$ cat src/rtl/pushbutton_conditioner.sv
// pushbutton_conditioner
//   Input front-end for the 4-bit uP. Each of the four raw button pads is
//   synchronized into the clock domain, debounced by a per-channel counter
//   and state machine, and presented as a clean level. One-cycle press and
//   release pulses are produced for debug LEDs and future interrupt logic.
//
//   Optional feature (macro PUSHBUTTON_STICKY_EN): pushbuttons carries a
//   sticky press latch per bit, set by press_pulse and cleared by
//   clear_latch. Set wins over a same-cycle clear.
//
// Ports:
//   clock          system clock, rising edge
//   reset          asynchronous, active-high reset
//   raw_buttons    asynchronous button pads, active-high when pressed
//   sample_en      debounce sampling tick (tie high for per-clock sampling)
//   clear_latch    per-bit clear of the sticky latch (sticky build only)
//   pushbuttons    conditioned button value to the uP
//   press_pulse    one-cycle pulse on an accepted 0->1 transition
//   release_pulse  one-cycle pulse on an accepted 1->0 transition
//   any_pressed    OR of the four debounced levels
module pushbutton_conditioner #(
    parameter int unsigned DEBOUNCE_CYCLES = 16,
    parameter int unsigned CNT_W           = 5,
    parameter int unsigned SYNC_STAGES     = 2
) (
    input  logic       clock,
    input  logic       reset,
    input  logic [3:0] raw_buttons,
    input  logic       sample_en,
    input  logic [3:0] clear_latch,
    output logic [3:0] pushbuttons,
    output logic [3:0] press_pulse,
    output logic [3:0] release_pulse,
    output logic       any_pressed
);

    typedef enum logic [1:0] {
        STABLE_LOW,
        WAIT_HIGH,
        STABLE_HIGH,
        WAIT_LOW
    } state_t;

    localparam logic [CNT_W-1:0] DEB = CNT_W'(DEBOUNCE_CYCLES);
    localparam logic [CNT_W-1:0] ONE = CNT_W'(1);

    logic [SYNC_STAGES-1:0] sync_q [4];
    logic [3:0]             sync;
    state_t                 state_q [4];
    state_t                 state_d [4];
    logic [CNT_W-1:0]       cnt_q [4];
    logic [CNT_W-1:0]       cnt_d [4];
    logic [3:0]             level_q;
    logic [3:0]             press_evt;
    logic [3:0]             release_evt;

    // Synchronizer chains run every clock, independent of sample_en.
    always_ff @(posedge clock or posedge reset) begin
        if (reset) begin
            for (int unsigned i = 0; i < 4; i++) sync_q[i] <= '0;
        end else begin
            for (int unsigned i = 0; i < 4; i++)
                sync_q[i] <= {sync_q[i][SYNC_STAGES-2:0], raw_buttons[i]};
        end
    end

    always_comb begin
        sync = '0;
        for (int unsigned i = 0; i < 4; i++) sync[i] = sync_q[i][SYNC_STAGES-1];
    end

    // State register, debounce counters, levels and registered pulses.
    always_ff @(posedge clock or posedge reset) begin
        if (reset) begin
            for (int unsigned i = 0; i < 4; i++) begin
                state_q[i] <= STABLE_LOW;
                cnt_q[i]   <= '0;
            end
            level_q       <= '0;
            press_pulse   <= '0;
            release_pulse <= '0;
        end else begin
            for (int unsigned i = 0; i < 4; i++) begin
                state_q[i] <= state_d[i];
                cnt_q[i]   <= cnt_d[i];
            end
            level_q       <= (level_q | press_evt) & ~release_evt;
            press_pulse   <= press_evt;
            release_pulse <= release_evt;
        end
    end

    // Output decode: an event fires on the tick that completes the count.
    // With a single-tick debounce the stable state accepts immediately.
    always_comb begin
        press_evt   = '0;
        release_evt = '0;
        for (int unsigned i = 0; i < 4; i++) begin
            if (sample_en && sync[i]) begin
                if ((state_q[i] == STABLE_LOW && DEB == ONE) ||
                    (state_q[i] == WAIT_HIGH && (cnt_q[i] + ONE) == DEB))
                    press_evt[i] = 1'b1;
            end
            if (sample_en && !sync[i]) begin
                if ((state_q[i] == STABLE_HIGH && DEB == ONE) ||
                    (state_q[i] == WAIT_LOW && (cnt_q[i] + ONE) == DEB))
                    release_evt[i] = 1'b1;
            end
        end
    end

    // Next-state logic; without a sample tick everything holds.
    always_comb begin
        for (int unsigned i = 0; i < 4; i++) begin
            state_d[i] = state_q[i];
            cnt_d[i]   = cnt_q[i];
            if (sample_en) begin
                unique case (state_q[i])
                    STABLE_LOW: begin
                        if (sync[i]) begin
                            if (press_evt[i]) begin
                                state_d[i] = STABLE_HIGH;
                                cnt_d[i]   = '0;
                            end else begin
                                state_d[i] = WAIT_HIGH;
                                cnt_d[i]   = ONE;
                            end
                        end
                    end
                    WAIT_HIGH: begin
                        if (!sync[i]) begin
                            state_d[i] = STABLE_LOW;
                            cnt_d[i]   = '0;
                        end else if (press_evt[i]) begin
                            state_d[i] = STABLE_HIGH;
                            cnt_d[i]   = '0;
                        end else begin
                            cnt_d[i] = cnt_q[i] + ONE;
                        end
                    end
                    STABLE_HIGH: begin
                        if (!sync[i]) begin
                            if (release_evt[i]) begin
                                state_d[i] = STABLE_LOW;
                                cnt_d[i]   = '0;
                            end else begin
                                state_d[i] = WAIT_LOW;
                                cnt_d[i]   = ONE;
                            end
                        end
                    end
                    WAIT_LOW: begin
                        if (sync[i]) begin
                            state_d[i] = STABLE_HIGH;
                            cnt_d[i]   = '0;
                        end else if (release_evt[i]) begin
                            state_d[i] = STABLE_LOW;
                            cnt_d[i]   = '0;
                        end else begin
                            cnt_d[i] = cnt_q[i] + ONE;
                        end
                    end
                    default: begin
                        state_d[i] = STABLE_LOW;
                        cnt_d[i]   = '0;
                    end
                endcase
            end
        end
    end

    assign any_pressed = |level_q;

`ifdef PUSHBUTTON_STICKY_EN
    logic [3:0] latch_q;

    // Set has priority over clear so a press is never lost.
    always_ff @(posedge clock or posedge reset) begin
        if (reset) latch_q <= '0;
        else       latch_q <= (latch_q & ~clear_latch) | press_pulse;
    end

    assign pushbuttons = latch_q;
`else
    logic unused_clear;
    assign unused_clear = |clear_latch;
    assign pushbuttons  = level_q;
`endif

endmodule

$ cat config.mk
export PLATFORM = sky130hd
export DESIGN_NAME = pushbutton_conditioner
export DESIGN_NICKNAME = d
export VERILOG_FILES = /design/src/rtl/pushbutton_conditioner.sv
export SDC_FILE = /design/constraint.sdc
export NUM_CORES = 1
export LEC_CHECK = 0
export CAP_MARGIN = 20
export CORE_ASPECT_RATIO = 1.1
export CORE_MARGIN = 8
export CORE_UTILIZATION = 30
export DETAILED_ROUTE_END_ITERATION = 10
export SYNTH_ARGS = -nofsm -noshare
export SYNTH_HDL_FRONTEND = slang
export SYNTH_SLANG_ARGS = --single-unit
$ cat constraint.sdc
create_clock -name clock -period 1.45 [get_ports clock]
set_input_delay 0.29 -clock clock [delete_from_list [all_inputs] [get_ports clock]]
set_output_delay 0.29 -clock clock [all_outputs]
set_load 0.005 [all_outputs]
### After elaboration in Yosys (flattened, before gate mapping)

Index checks and enable logic that the tools add are counted.

| storage, ports and cells | value |
|---|---|
| flip-flop bits (word level) | 48 |
| latch bits | 0 |
| memory bits (writable) | 0 |
| memory bits (read-only) | 0 |
| input bits | 11 |
| output and inout port bits | 13 |
| word-level logic and storage cells | 175 |
| memories kept | 0 |

| cells by class | value |
|---|---|
| add/sub/neg operators | 4 |
| $mul | 0 |
| div/mod/pow operators | 0 |
| order comparisons | 0 |
| equal/unequal tests | 32 |
| shift operators | 0 |
| multiplexer cells | 88 |
| bitwise gates (word level) | 3 |
| reduce and logical (&&, ||, !) cells | 33 |

Operators with widths:

| operator | count |
|---|---|
| $mux W5 | 24 |
| $pmux W5 S4 | 4 |
| $mux W2 | 32 |
| $pmux W2 S4 | 4 |
| $mux W1 | 24 |
| $ne A3 B3 Y1 const B | 8 |
| $add A5 B1 Y5 const B | 4 |
| $eq A5 B5 Y1 const B | 4 |
| $reduce_and A5 Y1 | 4 |
| $eq A2 B2 Y1 const B | 8 |
| $logic_and A1 B1 Y1 | 16 |
| $ne A2 B2 Y1 const B | 8 |
| $reduce_and A3 Y1 | 4 |
| $eq A2 B1 Y1 const B | 4 |
| $logic_not A2 Y1 | 4 |
| $and A4 B4 Y4 | 1 |
| $logic_not A1 Y1 | 4 |
| $not A4 Y4 | 1 |
| $or A4 B4 Y4 | 1 |
| $reduce_or A4 Y1 | 1 |

### Logic depth before layout (Yosys ltp)

| logic depth | value |
|---|---|
| depth after elaboration | 8 |
| mapped depth | 5 |

### Worst setup path before layout

Ideal clock, no wire load.

| timing path | value |
|---|---|
| kind | flip-flop to flip-flop |
| start | register cnt_q[3] (netlist bit) |
| end | register with a tool-made name |
| library setup time | 128 ps |
| arrival time | 1368 ps |
| required time | 1322 ps |
| setup slack | -46 ps |
| cell stages (with the launch flop) | 5 |
| path buffers | 0 |
| clock period less this slack | 1496 ps |
| cells stage by stage | dfrtp_1 -> nand2b_1 -> mux2_4 -> nor3_2 -> mux2_1 |

RTL lines:

| what | RTL line | source |
|---|---|---|
| from (decl) | 51 | `logic [CNT_W-1:0] cnt_q [4];` |
| from (signal, indexed assignment) | 85 | `cnt_q[i] <= cnt_d[i];` |

### Worst setup path in the final report

| timing path | value |
|---|---|
| start | register level_q[2], in the netlist pushbuttons[2] |
| end | output any_pressed |

| between the ends | value |
|---|---|
| cells in the longest elaborated chain, start to end | 1 |

RTL lines:

| what | RTL line | source |
|---|---|---|
| from (decl) | 53 | `logic [3:0] level_q;` |
| from (signal assigned) | 87 | `level_q <= (level_q \| press_evt) & ~release_evt;` |
| $reduce_or A4 Y1 | 172 | `assign any_pressed = \|level_q;` |
| to (decl) | 34 | `output logic any_pressed` |

Every way passes these cells.

==> metrics.md <==
| Metric | Value |
|---|---|
| Mean post-synth cell area | `10.09 sq um` |
| N_diodes | `0` |
| Port Buffers | `19` |
| MaxCap Viol Count | `0` |
| NumNets Final | `324` |
| IO Count | `24` |
| Std-Cell Rows | `33` |
| Post-Syn Nets | `245` |
| Starting Density | `31.04%` |
| Vias/cell | `~4.7` |
| Slew Viols, Final | `0` |
| CTS clk-pin slew, worst paths | `approximately 0.09 ns` |
| Metal3 WL | `163 um` |
| CTS tree | `done` |
| EDFF count, synth | `0` |
| WL final | `approximately 5.2 mm` |
| Fin crit share | `113.9%` |
| Hold crit path type | `in2async` |
| Clk sink count | `48` |
| Largest net degree at the start of global routing | `22` |
| Arrival time at the worst endpoint | `1.36 ns` |
| Die W | `99.84 um` |
| Total core area | `7473 sq um` |
| GRT Residual Overflow | `0` |
| HPWL Detailed | `3.686 mm` |
| Drt pass-1 iters | `4` |
| Pwr dens | `862.5 nW/um^2` |
| RSZ-0062 raised after global routing | `true` |
| Routability cong. | `0.8270` |
| Commonest non-fill, non-tap cell in the layout | `buf_4` |
| Final Util | `46.44%` |
| Worst Path Max Fanout | `2` |
| #FFs+latches synth | `between 40 and 50` |
| Worst Skew | `0.006549 ns` |
| Setup crit start kind | `flip-flop` |
| Share of the synthesized area in the top cell type | `roughly 52%` |
| Longest Clk Path Bufs | `2` |
| Crit. End Element | `primary output` |
| GRT Total Usage | `9.659%` |
| Failing checks | `negative setup slack` |
| CTS Buf Count | `5` |
| Crit path time final | `1.652 ns` |
| Synth Warn # | `0` |
| Top Metal Used | `met4` |
| Sequential area share after synthesis | `51.78%` |
| Cell variety after synth | `42` |
| Max frequency | `approximately 0.61 GHz` |
| Wire per inst | `12.49 um` |
| Area growth, synth to finish | `49.62%` |
| Detail Route met2 WL | `2.636 mm` |
| Final setup margin | `-0.2022 ns` |
| Die Y | `about 110 um` |
| Synthesized netlist cell count | `230` |
| Vias | `1970` |
| Worst-Skew Late Latency | `about 0.30 ns` |
| Slew HR | `68.35%` |
| Setup TNS Final | `-0.3127 ns` |
| Synth async-reset ratio | `100.0%` |
| Final setup vio count | `3` |
| Post-synth top area cell | `dfrtp_1` |
| Most frequent cells in the layout | `buf_4 (50), dfrtp_1 (46), nand2_1 (36), o21ai_0 (14), a21oi_1 (12)` |
| H-Tree Depth | `2` |
| Share of cells above drive strength 1 | `37.10%` |
| Initial antenna violation count | `0` |
| First-pass GRT wire length | `roughly 8.6 mm` |
| Post-route DRC | `0` |
| Peak VDD IR | `0.0005641 V` |
| Synth Flop Type | `dfrtp_1` |
| WHS | `0.2462 ns` |
| Die Footprint | `10810 sq um` |
| Worst EP required | `1.16 ns` |
| Post-Route M1 WL | `2.312 mm` |
| Setup WS pre-CTS | `-0.2705 ns` |
| DR iter-0 viols | `45` |
| Status | `finished with violations` |
| Post-Syn Area | `2320 sq um` |
| Leak pwr | `1.637 nW` |
| Number of global-route vias before repair | `1968` |
| Routed Antenna Nets | `0` |
| CP Class | `reg2out` |
| Largest cells by area after synthesis | `dfrtp_1 (52%), nand2_1 (6.5%), o21ai_0 (4.1%)` |
| Final Hold Vio Count | `0` |
| Clk root buf | `clkbuf_8` |
| Slew @ Worst Pin | `around 0.47 ns` |
| Tot Pwr | `2.994 mW` |
per-layer routing:
metal  global-route usage [%]  up-vias
met4                    4.004        0
met5                        0        -
li1                         -      989
met1                    11.39      960
met3                    2.699        5
met2                    16.21       16
path summary, 6_finish.rpt:
| path | start | endpoint | slack [ns] | cells after the start |
|---|---|---|---|---|
| max in group asynchronous | reset | cnt_q[12]$_DFFE_PP0P_ | 0.81 | 3 |
| setup / recovery | pushbuttons[2]$_DFF_PP0_ | any_pressed | -0.20 | 2 |
| hold / removal | reset | cnt_q[8]$_DFFE_PP0P_ | 0.25 | 2 |
| hold reg to reg | sync_q[6]$_DFF_PP0_ | sync[0]$_DFF_PP0_ | 0.36 | 0 |
| min in group clock | sync_q[6]$_DFF_PP0_ | sync[0]$_DFF_PP0_ | 0.36 | 0 |
| setup reg to reg | cnt_q[1]$_DFFE_PP0P_ | pushbuttons[3]$_DFF_PP0_ | -0.07 | 4 |
sequential cells by signal, indices dropped and copies added (netlist names), named ones only:
signal,cells
sync,4
pushbuttons,4
sync_q,4
release_pulse,4
cnt_q,20
press_pulse,4
state_q,4
cells by family (layout without fill, tap and decap cells):
group | Yosys count | in the layout | share of synthesized area, %
buffers and inverters | 15 | 95 | 2.481
AND/OR/NAND/NOR | 90 | 90 | 20.93
multiplexers | 9 | 9 | 4.530
flip-flops | 48 | 48 | 51.78
XOR/XNOR | 4 | 4 | 1.510
AO/OA/AOI/OAI | 60 | 60 | 16.61
adder cells (fa/ha/maj) | 4 | 4 | 2.158
stage by stage:
step | cells | area (sq um)
after floorplan | 230 | 2326
after CTS | 412 | 3218
final | 415 | 3471
after global routing | 415 | 3471
after detailed placement | 400 | 3032
after global placement | 400 | 3032
worst max-delay path, cell delays in order, from the launching register on:
cell	delay [ns]
dfrtp_1	0.38
or4_1	0.53
buf_2	0.15
where the power goes:
group	switching [mW]	leakage, nW	total (mW)	internal, mW
Sequential	0.115	0.617	1.53	1.42
Combinational	0.229	0.966	0.487	0.257
Clock	0.462	0.0541	0.973	0.511
timing repair:
action	CTS	global route
hold buffers	0	0
pin swaps	4	18
endpoints found under the setup margin	15	28
resized for setup	24	55
buffers inserted	4	4
endpoints found under the hold margin	0	0
final cells by class:
type / instances / area [sq um]
inverters: 11 / 41.29
repair buffers: 76 / 666.9
well taps: 105 / 131.4
clock inverters: 3 / 42.54
flip-flops and latches: 48 / 1204
multi-input cells: 167 / 1316
fillers: 701 / 4003
clock buffers: 5 / 68.82
cell usage after synthesis, types with 2 or more instances:
| library cell | number |
|---|---|
| dfrtp_1 | 48 |
| nand2_1 | 40 |
| o21ai_0 | 19 |
| a21oi_1 | 13 |
| inv_1 | 11 |
| nand3_1 | 6 |
| nor3b_1 | 6 |
| o21bai_1 | 6 |
| nor3_1 | 5 |
| nor4_1 | 5 |
| ha_1 | 4 |
| mux2_1 | 4 |
| mux2_2 | 4 |
| nor2b_1 | 4 |
| xor2_1 | 4 |
| a21oi_2 | 3 |
| a2bb2oi_1 | 3 |
| a31oi_1 | 3 |
| and4b_1 | 3 |
| clkbuf_1 | 3 |
| nand2b_1 | 3 |
| nor2_1 | 3 |
| o22ai_1 | 3 |
| or2_1 | 3 |
| a32o_1 | 2 |
| and3_1 | 2 |
| nand4_1 | 2 |
| nor4b_1 | 2 |
| o31ai_1 | 2 |
| o41ai_1 | 2 |
No activity file was read; power rests on OpenSTA's default activity.
